[src/rtl/fwd_hazard_if.sv]
// Operand-forwarding / load-use hazard bundle between the ID stage and fwd_hazard_unit.
// The master is the pipeline side and the slave is the hazard unit.
interface fwd_hazard_if #(
  parameter int REG_AW  = 5,
  parameter int PERF_CW = 32
);
  logic              id_valid;
  logic [REG_AW-1:0] id_rs1;
  logic [REG_AW-1:0] id_rs2;
  logic              id_use_rs1;
  logic              id_use_rs2;
  logic [REG_AW-1:0] id_rd;
  logic              id_reg_write;
  logic              id_mem_read;
  logic              flush;
  logic              ext_stall;
  logic [1:0]        fwd_a_sel;
  logic [1:0]        fwd_b_sel;
  logic              stall;
  logic [PERF_CW-1:0] stall_count;

  modport master (
    output id_valid, id_rs1, id_rs2, id_use_rs1, id_use_rs2,
           id_rd, id_reg_write, id_mem_read, flush, ext_stall,
    input  fwd_a_sel, fwd_b_sel, stall, stall_count
  );

  modport slave (
    input  id_valid, id_rs1, id_rs2, id_use_rs1, id_use_rs2,
           id_rd, id_reg_write, id_mem_read, flush, ext_stall,
    output fwd_a_sel, fwd_b_sel, stall, stall_count
  );
endinterface

[src/rtl/fwd_hazard_unit.sv]
// EX-stage forwarding selects and 1-cycle load-use stall for the RV32I 5-stage core.
// Optional load-use stall counter enabled by defining FWD_PERF_EN.
module fwd_hazard_unit #(
  parameter int REG_AW  = 5,
  parameter int PERF_CW = 32
) (
  input  logic         clk,
  input  logic         rst_n,
  fwd_hazard_if.slave  hz
);

  logic [REG_AW-1:0] r_idex_rs1;
  logic [REG_AW-1:0] r_idex_rs2;
  logic              r_idex_use_rs1;
  logic              r_idex_use_rs2;
  logic [REG_AW-1:0] r_idex_rd;
  logic              r_idex_we;
  logic              r_idex_load;
  logic [REG_AW-1:0] r_exmem_rd;
  logic              r_exmem_we;
  logic [REG_AW-1:0] r_memwb_rd;
  logic              r_memwb_we;

  logic w_stall;
  logic w_bubble;

  // Youngest writer (EX/MEM) wins; x0 is never a forwarding source.
  function automatic logic [1:0] f_sel(
    input logic              use_rs,
    input logic [REG_AW-1:0] rs,
    input logic              em_we,
    input logic [REG_AW-1:0] em_rd,
    input logic              mw_we,
    input logic [REG_AW-1:0] mw_rd
  );
    logic [1:0] sel;
    sel = 2'b00;
    if (use_rs && em_we && (em_rd != '0) && (em_rd == rs)) begin
      sel = 2'b10;
    end else if (use_rs && mw_we && (mw_rd != '0) && (mw_rd == rs)) begin
      sel = 2'b01;
    end
    return sel;
  endfunction

  assign hz.fwd_a_sel = f_sel(r_idex_use_rs1, r_idex_rs1, r_exmem_we, r_exmem_rd,
                              r_memwb_we, r_memwb_rd);
  assign hz.fwd_b_sel = f_sel(r_idex_use_rs2, r_idex_rs2, r_exmem_we, r_exmem_rd,
                              r_memwb_we, r_memwb_rd);

  assign w_stall = hz.id_valid & ~hz.flush & r_idex_load & (r_idex_rd != '0)
                 & ((hz.id_use_rs1 & (hz.id_rs1 == r_idex_rd))
                 |  (hz.id_use_rs2 & (hz.id_rs2 == r_idex_rd)));
  assign w_bubble = hz.flush | w_stall | ~hz.id_valid;
  assign hz.stall = w_stall;

  always_ff @(posedge clk or negedge rst_n) begin
    if (!rst_n) begin
      r_idex_rs1     <= '0;
      r_idex_rs2     <= '0;
      r_idex_use_rs1 <= 1'b0;
      r_idex_use_rs2 <= 1'b0;
      r_idex_rd      <= '0;
      r_idex_we      <= 1'b0;
      r_idex_load    <= 1'b0;
      r_exmem_rd     <= '0;
      r_exmem_we     <= 1'b0;
      r_memwb_rd     <= '0;
      r_memwb_we     <= 1'b0;
    end else if (!hz.ext_stall) begin
      r_memwb_rd <= r_exmem_rd;
      r_memwb_we <= r_exmem_we;
      r_exmem_rd <= r_idex_rd;
      r_exmem_we <= r_idex_we;
      if (w_bubble) begin
        // Clearing the use bits too keeps a bubble from ever forwarding.
        r_idex_rs1     <= '0;
        r_idex_rs2     <= '0;
        r_idex_use_rs1 <= 1'b0;
        r_idex_use_rs2 <= 1'b0;
        r_idex_rd      <= '0;
        r_idex_we      <= 1'b0;
        r_idex_load    <= 1'b0;
      end else begin
        r_idex_rs1     <= hz.id_rs1;
        r_idex_rs2     <= hz.id_rs2;
        r_idex_use_rs1 <= hz.id_use_rs1;
        r_idex_use_rs2 <= hz.id_use_rs2;
        r_idex_rd      <= hz.id_rd;
        r_idex_we      <= hz.id_reg_write;
        r_idex_load    <= hz.id_mem_read;
      end
    end
  end

`ifdef FWD_PERF_EN
  logic [PERF_CW-1:0] r_stall_count;

  always_ff @(posedge clk or negedge rst_n) begin
    if (!rst_n) begin
      r_stall_count <= '0;
    end else if (w_stall && !hz.ext_stall) begin
      r_stall_count <= r_stall_count + PERF_CW'(1);
    end
  end

  assign hz.stall_count = r_stall_count;
`else
  assign hz.stall_count = '0;
`endif

endmodule
[src/flat_wrapper.sv]
// flat-port wrapper written by rule: the top's interface ports become plain ports
module fwd_hazard_unit_flat 
#(
  parameter int REG_AW  = 5,
  parameter int PERF_CW = 32
)
  (clk, rst_n, hz_id_valid, hz_id_rs1, hz_id_rs2, hz_id_use_rs1, hz_id_use_rs2, hz_id_rd, hz_id_reg_write, hz_id_mem_read, hz_flush, hz_ext_stall, hz_fwd_a_sel, hz_fwd_b_sel, hz_stall, hz_stall_count);
  fwd_hazard_if #(.REG_AW(REG_AW), .PERF_CW(PERF_CW)) hz_i ();
  input  logic clk;
  input  logic rst_n;
  input wire logic [$bits(hz_i.id_valid)-1:0] hz_id_valid;
  input wire logic [$bits(hz_i.id_rs1)-1:0] hz_id_rs1;
  input wire logic [$bits(hz_i.id_rs2)-1:0] hz_id_rs2;
  input wire logic [$bits(hz_i.id_use_rs1)-1:0] hz_id_use_rs1;
  input wire logic [$bits(hz_i.id_use_rs2)-1:0] hz_id_use_rs2;
  input wire logic [$bits(hz_i.id_rd)-1:0] hz_id_rd;
  input wire logic [$bits(hz_i.id_reg_write)-1:0] hz_id_reg_write;
  input wire logic [$bits(hz_i.id_mem_read)-1:0] hz_id_mem_read;
  input wire logic [$bits(hz_i.flush)-1:0] hz_flush;
  input wire logic [$bits(hz_i.ext_stall)-1:0] hz_ext_stall;
  output wire logic [$bits(hz_i.fwd_a_sel)-1:0] hz_fwd_a_sel;
  output wire logic [$bits(hz_i.fwd_b_sel)-1:0] hz_fwd_b_sel;
  output wire logic [$bits(hz_i.stall)-1:0] hz_stall;
  output wire logic [$bits(hz_i.stall_count)-1:0] hz_stall_count;
  assign hz_i.id_valid = hz_id_valid;
  assign hz_i.id_rs1 = hz_id_rs1;
  assign hz_i.id_rs2 = hz_id_rs2;
  assign hz_i.id_use_rs1 = hz_id_use_rs1;
  assign hz_i.id_use_rs2 = hz_id_use_rs2;
  assign hz_i.id_rd = hz_id_rd;
  assign hz_i.id_reg_write = hz_id_reg_write;
  assign hz_i.id_mem_read = hz_id_mem_read;
  assign hz_i.flush = hz_flush;
  assign hz_i.ext_stall = hz_ext_stall;
  assign hz_fwd_a_sel = hz_i.fwd_a_sel;
  assign hz_fwd_b_sel = hz_i.fwd_b_sel;
  assign hz_stall = hz_i.stall;
  assign hz_stall_count = hz_i.stall_count;
  fwd_hazard_unit #(.REG_AW(REG_AW), .PERF_CW(PERF_CW)) u_core (.clk(clk), .rst_n(rst_n), .hz(hz_i));
endmodule
[config.mk]
export PLATFORM = sky130hd
export DESIGN_NAME = fwd_hazard_unit_flat
export DESIGN_NICKNAME = d
export VERILOG_FILES = /design/src/rtl/fwd_hazard_if.sv /design/src/rtl/fwd_hazard_unit.sv /design/src/flat_wrapper.sv
export SDC_FILE = /design/constraint.sdc
export NUM_CORES = 1
export LEC_CHECK = 0
export BUFFER_PORTS_ARGS = -buffer_cell sky130_fd_sc_hd__buf_2
export CAP_MARGIN = 25
export CORE_ASPECT_RATIO = 0.75
export CORE_MARGIN = 2
export CORE_UTILIZATION = 52
export CTS_CLUSTER_DIAMETER = 120
export DETAILED_ROUTE_END_ITERATION = 7
export PLACE_DENSITY = 0.8
export SETUP_SLACK_MARGIN = 0.02
export SKIP_CTS_REPAIR_TIMING = 1
export SYNTH_ARGS = -nofsm -noshare
export SYNTH_HDL_FRONTEND = slang
export SYNTH_SLANG_ARGS = --single-unit
[constraint.sdc]
create_clock -name clk -period 1.8 [get_ports clk]
set_input_delay 0.09 -clock clk [delete_from_list [all_inputs] [get_ports clk]]
set_output_delay 0.09 -clock clk [all_outputs]
set_load 0.02 [all_outputs]
==> impl_results.rst <==
.. list-table::
   :header-rows: 1

   * - Metric
     - Value
   * - Post-synth top flop
     - dfrtp_1
   * - Slowest-stage cell, CP
     - or4_4
   * - IO Pins
     - 61
   * - Number of placed instances with taps included
     - 278
   * - Clock tree from TritonCTS
     - yes
   * - Fraction of layout instances using a drive strength above 1
     - 43.21%
   * - Area added between synthesis and finish
     - 18.12%
   * - Width of the die
     - 76.27 um
   * - Design area
     - 2406 sq um
   * - Wire length of the first global-routing pass
     - 7176 um
   * - Non-Filler Instances
     - 295
   * - Violations in the final reports
     - setup timing
   * - Htree depth
     - 2
   * - Initial DRC Count
     - 64
   * - Most frequently used cell type in the post-synthesis netlist
     - buf_4
   * - Vertical die dimension
     - 58.21 um
   * - Async set or reset register ratio after synthesis
     - 100.0%
   * - Instance area at placement
     - 2145 sq um
   * - Leak
     - 1.075 nW
   * - CP Class
     - register to output port
   * - Estimated wirelength of the detail-placed design
     - 3148 um
   * - Max-slew headroom
     - 53.07%
   * - PnR worst setup slack
     - -41.03 ps
   * - Vias in the first global route
     - 1452
   * - Final hold violations
     - 0
   * - Clock Path Buffers
     - 2
   * - Netlist Area Pre-Place
     - 2037 sq um
   * - Critical path fanouts, max
     - 2
   * - Net total in the final layout
     - 266
   * - Wire length after detailed routing
     - 4685 um
   * - Minimum clock period after layout
     - 1841 ps
   * - Clk root buf
     - clkbuf_8
   * - Proportion of synthesized chip area in sequential cells
     - 38.08%
   * - Mean cell area of the mapped netlist
     - 10.18 sq um
   * - Number of synthesized flops with an enable pin
     - 0
   * - CP required
     - 1710 ps
   * - Synth cell count leaders
     - buf_4, dfrtp_1, nand2_1, xnor2_1, o21ai_2
   * - Initial antenna violation count
     - 0
   * - Sinks on the clock net
     - 31
   * - List of cells traversed by the critical path
     - or4_4 -> o21ai_2 -> nor3_2 -> nor3_2 -> buf_4
   * - Clock edge transition at the registers on the reported setup and hold paths
     - 60 ps
   * - Distinct cells, synth
     - 23
   * - Result of the run
     - finished with violations
   * - Per-cell via count in the routed design
     - 5.400
   * - Gr usage total
     - 20.91%
   * - Worst ir drop on vdd
     - 526.7 uV
   * - Number of nets with antenna violations after detailed routing
     - 0
   * - Area enclosed by the die boundary
     - 4439 sq um
   * - CORE AREA
     - 3709 sq um
   * - Total clock buffers created by CTS
     - 5
   * - Slew @ Worst Pin
     - 703.9 ps
   * - Final setup TNS
     - -95.05 ps
   * - Share of the clock period used by the worst path
     - 102.3%
   * - Unrepaired setup endpoints after global routing
     - true
   * - Max-slew violations
     - 0
   * - Cell row count
     - 19
   * - PortBufs
     - 28
   * - #FFs+latches synth
     - 31
   * - Setup clock skew after layout
     - 3.252 ps
   * - Number of warnings reported in the yosys synthesis log
     - 0
   * - Total DRC errors in the routed layout
     - 0
   * - F_max
     - 543.2 MHz
   * - Final count of negative-setup-slack endpoints
     - 3
   * - Starting density of the core
     - 54.93%
   * - CP top delay family
     - simple AND/OR/NAND/NOR gates
   * - Capturing element type of the critical path
     - output port
   * - Initial DRT Pass Iterations
     - 4
   * - Type of element launching the critical path
     - register
   * - Worst skew pair latency
     - 280 ps
   * - Cell taking the most area after synthesis
     - dfrtp_1
   * - Cell mode on critical path
     - nor3_2
   * - Number of buffers and inverters on the critical path
     - 1
   * - Grt ovf
     - 0
   * - Share of the synthesized area in the top cell type
     - 38.08%
   * - Final core utilization
     - 64.88%
   * - Pin count of the biggest net entering global routing
     - 39
   * - Vias
     - 1593
   * - Placer Congestion
     - 0.8036
   * - ANT cells
     - 0
   * - Type of the worst min-delay path
     - input port to register
   * - Hold Slack
     - 55.13 ps
   * - Signal arrival time at the worst endpoint
     - 1750 ps
   * - Cell types occupying the most area after synthesis
     - dfrtp_1, buf_4, xnor2_1
   * - Wire length per cell
     - 15.88 um
   * - Number of maximum-capacitance constraint violations
     - 0
   * - Gate Count Post-Synth
     - 200
   * - Crit path largest cell delay
     - 540 ps
   * - Areal power density over the cells
     - 864.4 nW/um^2
## metrics by stage
stage	power [mW]	worst slack, ps
final	2.080	-41.03
after global routing	2.182	-119.9
after CTS	1.994	-121.8
after detailed placement	1.390	196.2
after global placement	1.376	245.4
after floorplan	1.291	99.13
## worst reg2reg max path, cell delays in order, from the launching register on
cell,delay [ps]
dfrtp_2,440
or4_4,490
o21ai_2,160
buf_6,150
buf_4,140
a32oi_1,130
o21ai_2,90
## cells in the final DEF (no fill, tap or decap)
cell type,instances
o22ai_2,1
xnor2_1,18
clkbuf_1,1
xor2_1,8
nand4_1,4
buf_4,18
buf_2,25
nor4_2,2
dfrtp_1,27
dfrtp_2,4
xnor2_2,4
mux2_2,12
nor2_2,1
nand2b_1,1
nor3b_2,1
buf_6,3
nor3_2,3
conb_1,32
nor3_1,1
clkbuf_8,7
nand2_1,23
or4_1,1
o21ai_2,22
nand3_1,2
dlygate4sd3_1,1
or4_4,2
a32oi_1,19
## layout make-up
type	instances	area, sq um
sequential	31	780.7
clock buffer	8	100.1
tap	52	65.06
multi-input combinational	157	1156
fill	312	1303
timing repair buffer	47	304.0
## report_power, final
part           leakage (nW)  switching [mW]  internal, mW  total, mW
combinational         0.622           0.305         0.278      0.583
clock                0.0515           0.252         0.349      0.600
sequential            0.401           0.114         0.782      0.897
## path summary, 6_finish.rpt
path / start / end / slack, ps / depth (start not counted)
max reg2reg: u_core.r_idex_rd[3] / u_core.r_idex_rs1[4] / 130 / 6
max: u_core.r_exmem_rd[3] / hz_fwd_a_sel[0] / -40 / 5
min in group asynchronous: rst_n / u_core.r_idex_rs2[4] / 390 / 2
min reg2reg: u_core.r_idex_load / u_core.r_idex_load / 520 / 2
max in group asynchronous: rst_n / u_core.r_idex_rs1[2] / 910 / 2
min: hz_id_mem_read / u_core.r_idex_load / 60 / 3
## cell families (layout without fill, tap and decap cells)
logic type	after synthesis	in the layout	synth area share, %
muxes	12	12	6.634
buffers and inverters	43	55	15.11
and+or+nand+nor	41	41	9.521
xor gates and xnor gates	30	30	12.90
AOI/OAI and AO/OA	42	42	17.57
DFF	31	31	38.08
other	1	32	0.1841
## layer usage
metal  routed length (um)  global-route usage [%]  vias to the layer above
met4                   59                   4.675                        0
li1                     -                       -                      735
met3                  345                   5.140                        9
met2                 2251                   32.49                       59
met1                 2028                   29.98                      790
met5                    0                       0                        -
## state kept, by name, indices dropped and copies added (netlist names)
signal,count
u_core.r_exmem_rd,5
u_core.r_idex_rs2,5
u_core.r_memwb_we,1
u_core.r_memwb_rd,5
u_core.r_idex_rs1,5
u_core.r_idex_we,1
u_core.r_idex_rd,5
u_core.r_idex_use_rs1,1
u_core.r_exmem_we,1
u_core.r_idex_use_rs2,1
u_core.r_idex_load,1
Note: power is estimated with default switching activity, not from simulation.
